--- src/rtl/vc_rr_scheduler.sv ---
// vc_rr_scheduler: drains four virtual-channel FIFOs (VC0..VC3) into one
// downstream FIFO. The arbiter is round-robin and grants one VC per cycle.
// The pop strobe is combinational; push/data_out follow one cycle later.
// Optional feature: define SCHED_BURST_EN to let a VC keep the grant for up
// to BURST_LEN consecutive words before the pointer moves on.
module vc_rr_scheduler #(
  parameter int DATA_W    = 10,
  parameter int BURST_LEN = 4
) (
  input  logic              clk,
  input  logic              reset,
  input  logic              init,
  input  logic [3:0]        fifo_empty,
  input  logic [DATA_W-1:0] fifo_data0,
  input  logic [DATA_W-1:0] fifo_data1,
  input  logic [DATA_W-1:0] fifo_data2,
  input  logic [DATA_W-1:0] fifo_data3,
  input  logic              dest_pause,
  input  logic              dest_full,
  output logic [3:0]        pop,
  output logic              push,
  output logic [DATA_W-1:0] data_out,
  output logic [1:0]        active_vc,
  output logic              idle,
  output logic              error
);

  typedef enum logic [1:0] {INIT, IDLE, ACTIVE, PAUSE} state_t;

  // A burst length outside 1..15 cannot be represented by the 4-bit counter.
  if (BURST_LEN < 1 || BURST_LEN > 15) begin : g_bad_burst_len
    $error("vc_rr_scheduler: BURST_LEN must be within 1..15");
  end

  state_t              state, state_nxt;
  logic   [1:0]        rr_ptr, rr_nxt;
  logic   [3:0]        nonempty;
  logic                any_ready;
  logic                grant;
  logic   [1:0]        grant_idx;
  logic   [DATA_W-1:0] head_word;

  // First non-empty VC found scanning ptr, ptr+1, ... modulo 4.
  function automatic logic [1:0] rr_pick(input logic [3:0] req, input logic [1:0] ptr);
    logic [1:0] pick;
    logic [1:0] idx;
    pick = ptr;
    for (int k = 3; k >= 0; k--) begin
      idx = ptr + 2'(k);
      if (req[idx]) pick = idx;
    end
    return pick;
  endfunction

  // Grant decision, one-hot pop and the head word of the granted VC.
  always_comb begin
    nonempty  = ~fifo_empty;
    any_ready = |nonempty;
    grant     = (state != INIT) && !init && !dest_pause && !dest_full && any_ready;
    grant_idx = rr_pick(nonempty, rr_ptr);
    pop       = grant ? (4'b0001 << grant_idx) : 4'b0000;
    unique case (grant_idx)
      2'd0:    head_word = fifo_data0;
      2'd1:    head_word = fifo_data1;
      2'd2:    head_word = fifo_data2;
      default: head_word = fifo_data3;
    endcase
  end

  // Next-state classification of the current cycle.
  always_comb begin
    state_nxt = state;
    if (init)                          state_nxt = INIT;
    else if (state == INIT)            state_nxt = IDLE;
    else if (!any_ready)               state_nxt = IDLE;
    else if (dest_pause || dest_full)  state_nxt = PAUSE;
    else                               state_nxt = ACTIVE;
  end

`ifdef SCHED_BURST_EN
  logic [3:0] burst_cnt, burst_nxt, burst_run;

  // Keep the pointer on the granted VC until the burst limit is reached; a
  // VC change or any idle cycle restarts the count at the next grant.
  always_comb begin
    rr_nxt    = rr_ptr;
    burst_nxt = 4'd0;
    burst_run = 4'd1;
    if (grant) begin
      if ((grant_idx == active_vc) && (burst_cnt != 4'd0)) burst_run = burst_cnt + 4'd1;
      if (burst_run == 4'(BURST_LEN)) begin
        rr_nxt    = grant_idx + 2'd1;
        burst_nxt = 4'd0;
      end else begin
        rr_nxt    = grant_idx;
        burst_nxt = burst_run;
      end
    end
  end

  // Burst counter register; grant is never true while init is high.
  always_ff @(posedge clk or negedge reset) begin
    if (!reset) burst_cnt <= 4'd0;
    else        burst_cnt <= burst_nxt;
  end
`else
  // Pure round-robin: move past the granted VC after every grant.
  always_comb begin
    rr_nxt = grant_idx + 2'd1;
  end
`endif

  // Control state: FSM, pointer, push strobe and sticky overflow flag.
  always_ff @(posedge clk or negedge reset) begin
    if (!reset) begin
      state  <= INIT;
      rr_ptr <= 2'd0;
      push   <= 1'b0;
      error  <= 1'b0;
    end else begin
      state <= state_nxt;
      if (init) begin
        rr_ptr <= 2'd0;
        push   <= 1'b0;
        error  <= 1'b0;
      end else begin
        push <= grant;
        if (grant) rr_ptr <= rr_nxt;
        if (push && dest_full) error <= 1'b1;
      end
    end
  end

  // Output word register: loads only on a grant, otherwise holds (also on init).
  always_ff @(posedge clk or negedge reset) begin
    if (!reset) begin
      data_out  <= '0;
      active_vc <= 2'd0;
    end else if (grant) begin
      data_out  <= head_word;
      active_vc <= grant_idx;
    end
  end

  assign idle = (state == IDLE);

endmodule

--- config.mk ---
export PLATFORM = sky130hd
export DESIGN_NAME = vc_rr_scheduler
export DESIGN_NICKNAME = d
export VERILOG_FILES = /design/src/rtl/vc_rr_scheduler.sv
export SDC_FILE = /design/constraint.sdc
export NUM_CORES = 1
export LEC_CHECK = 0
export CORE_MARGIN = 2
export CORE_UTILIZATION = 36
export DETAILED_ROUTE_END_ITERATION = 8
export GPL_TIMING_DRIVEN = 0
export HOLD_SLACK_MARGIN = 0.06
export PLACE_DENSITY = 0.88
export SETUP_SLACK_MARGIN = 0.05
export SYNTH_ARGS = -nofsm -noshare
export SYNTH_HDL_FRONTEND = slang
export SYNTH_SLANG_ARGS = --single-unit
--- constraint.sdc ---
create_clock -name clk -period 3 [get_ports clk]
set_clock_uncertainty 0.2 [all_clocks]
set_input_delay 0.3 -clock clk [delete_from_list [all_inputs] [get_ports clk]]
set_output_delay 0.3 -clock clk [all_outputs]
set_load 0.005 [all_outputs]
==> reports/summary.txt <==
Sw frac: 27.57%
Nets: 243
Vias: 1206
Gp weighted congestion: 0.7575
Tot GR Track Use: 21.72%
Clk root buf: clkbuf_4
Register-to-Register Path Depth: 10
Layout cells sized above 1: 25.00%
Antenna cell count: 0
Worst r2r src: rr_ptr[1]
Reg clk slew, reported paths: 0.11 ns
CP required: 2.50 ns
Die Y: 59.15 µm
Mapped Area: 1095 µm²
Width of the die: 59.15 µm
Total CTS buffers: 3
Area contributors post-synth: dfrtp_1, mux2_2, a222oi_1, o21ai_0, ha_1
IO Port Bufs: 67
Combinational power share: 45.0%
Crit path DAT: 2.39 ns
I/O Pins: 68
Antenna violations before repair: 0
Clk pwr share: 17.0%
Post-route cell area: 1983 µm²
Mean post-synth cell area: 10.53 µm²
Starting DRC count in detailed routing: 101
Critical path type: reg -> out
Synthesized flop and latch total: 18
P_int: 0.0006474 W
Unique cell type count in the Yosys netlist: 25
Relative slew margins: 44.20%
H-Tree Level Count: 1
CP max-delay cell: clkdlybuf4s50_1
Crit path max fanout: 5
GRT met2 Usage: 43.65%
Global route overflow: 0
RSZ-0062 raised after global routing: true
Synth top area share: 41.14%
Clock Path Buffers: 2
Startpoint Class: flip-flop
Sequential-to-total area share from yosys stat: 41.14%
GR Util met3: 3.712%
Worst flop-to-flop path endpoint: data_out[2]
CTS Hold Bufs: 0
Wire per inst: 16.70 µm
Largest net degree at the start of global routing: 19
Post-DP HPWL: 2666 µm
Number of synthesized flops with an enable pin: 0
Period Utilization, post-route: 96.36%
CTS tree: done
Clk_lat worst skew: 0.29 ns
Share of flip-flops with an asynchronous set or reset: 100.0%
Final WS setup: 0.1091 ns
Synthesized instance count: 104
Crit-path leading delay family: buffers and inverters
Post-synth top area cell: dfrtp_1
Crit path cell chain: or2_2, a21oi_2, a221o_1, ha_2, buf_6, and2_2, clkdlybuf4s50_1
Synthesized net count: 158
Top achievable clock speed: 345.9 MHz
Internal reg-to-reg setup slack: 0.31 ns
Peak VDD IR: 252.1 µV
Min Tclk post-route: 2.891 ns
Max-cap violations: 0
Starting Density: 36.76%
Routed Antenna Nets: 0
Number of global-route vias before repair: 1239
Crit path largest cell delay: 0.50 ns
Status: complete, no violations
PwrDens: 450.7 nW/µm²
Final Max Slew Viols: 0
Fin. Hold Viols: 0
Sequential share of power: 38.0%
Core footprint: 2978 µm²
Placed Cells incl. Taps: 204
Cell area after placement: 1807 µm²
Total routed wirelength: 3691 µm
DR vias/cell: 5.457
GRT busiest layer: met2
Crit end category: output port
Worst-Margin Slew: 0.8343 ns
Met1 usage: 21.57%
DR DRC count: 0
Final count of negative-setup-slack endpoints: 0
Post-Layout Cell Count: 221
Pre-Repair DR Iteration Count: 5
P_sw: 0.0002464 W
Synth Flop Type: dfrtp_1
First-pass GRT wire length: 5602 µm
Full die area: 3498 µm²
Worst path buffer plus inverter count: 2
P_leak: 0.8541 nW
Sum Neg Setup Slack: 0 ns
Clock tree sinks: 18
Worst Hold Class: in -> async
Dpl ws: -0.4211 ns
Area Growth Syn to Fin: 81.14%
Synth warn: 0
Row count: 20
## final cells by class
type	instances	area, µm²
Buffer	6	56.30
Clock buffer	4	36.28
Fill cell	239	994.7
Inverter	6	22.52
Multi-Input combinational cell	74	606.8
Sequential cell	18	450.4
Tap cell	33	41.29
Timing Repair Buffer	80	769.5
## placed cells by master (no fill, tap or decap), types with 4 or more instances in the layout
cell	Yosys	routed
dfrtp_1	18	18
and2_2	4	4
mux2_2	9	9
clkdlybuf4s50_1	0	62
dlygate4sd2_1	0	4
inv_1	6	5
a222oi_1	10	10
nand2_1	12	12
o21ai_0	14	13
buf_6	1	4
buf_4	0	12
## power by group through the flow
stage	Sequential (W)	Combinational [W]	Clock [W]
after CTS	0.000340	0.000377	0.000156
after detailed placement	0.000345	0.000364	0
after global routing	0.000347	0.000432	0.000172
after global placement	0.000343	0.000353	0
final	0.000340	0.000402	0.000152
after floorplan	0.000346	0.000133	0
## worst max path at each step
| stage | start | endpoint | slack (ns) | depth (start not counted) |
|---|---|---|---|---|
| 2_1_floorplan | rr_ptr[1] | data_out[7] | 0.54 | 9 |
| 3_3_place_gp | fifo_empty[2] | pop[1] | -0.28 | 9 |
| 3_5_place_dp | fifo_empty[3] | pop[2] | -0.42 | 8 |
| 4_1_cts | fifo_empty[1] | pop[2] | 0.06 | 7 |
| 5_1_grt | rr_ptr[1] | pop[0] | -0.005 | 9 |
| 6_report | rr_ptr[1] | pop[0] | 0.11 | 7 |
## per-stage QoR
stage / utilization (%) / power, W / hold slack (ns)
after global placement: 60.67 / 0.0006959 / 0.2812
after floorplan: - / 0.0004790 / -0.1956
after global routing: 66.60 / 0.0009515 / 0.3212
after detailed placement: 60.67 / 0.0007092 / 0.2992
after CTS: 63.45 / 0.0008725 / 0.2899
final: 66.60 / 0.0008938 / 0.2753
## what timing repair did
action | 4_1_cts | 5_1_grt
pin swaps | 0 | 3
setup endpoints to repair | 6 | 4
gates resized for setup | 14 | 11
buffers inserted | 4 | 9
## layer usage
| metal | share of wire (%) | routed length (µm) | vias to the layer above |
|---|---|---|---|
| met4 | 0.98 | 36 | 0 |
| met2 | 55 | 2046 | 55 |
| met1 | 37 | 1380 | 586 |
| li1 | - | - | 560 |
| met3 | 6.2 | 228 | 5 |
| met5 | 0 | 0 | - |
## logic make-up after synthesis
group           after synthesis  share of synthesized area [%]
buf+inv                      12                          4.800
fa+ha+maj                     5                          5.714
mux                          12                          12.91
compound gates               33                          22.97
flops                        18                          41.14
simple gates                 24                          12.46
## worst reg2reg max path: cells and delay by family (launching register included)
| kind | cells | cell delay [ns] |
|---|---|---|
| compound gates | 4 | 0.81 |
| buf+inv | 3 | 0.31 |
| mux | 1 | 0.29 |
| simple gates | 1 | 0.33 |
| fa+ha+maj | 1 | 0.20 |
| flops | 1 | 0.45 |
## cell usage after synthesis (2+ instances only)
master,n
a222oi_1,10
mux2_4,2
nand2_2,2
a21oi_1,2
mux2_2,9
o21ai_0,14
and2_2,4
a22o_1,2
nand2_1,12
nor2_1,2
dfrtp_1,18
ha_1,5
clkbuf_1,5
inv_1,6
## flip-flops by register name, summed over array words and instances (netlist names)
| signal | flops |
|---|---|
| error | 1 |
| data_out | 10 |
| push | 1 |
| rr_ptr | 2 |
| active_vc | 2 |
| state | 2 |
Note: power is estimated with default switching activity, not from simulation.
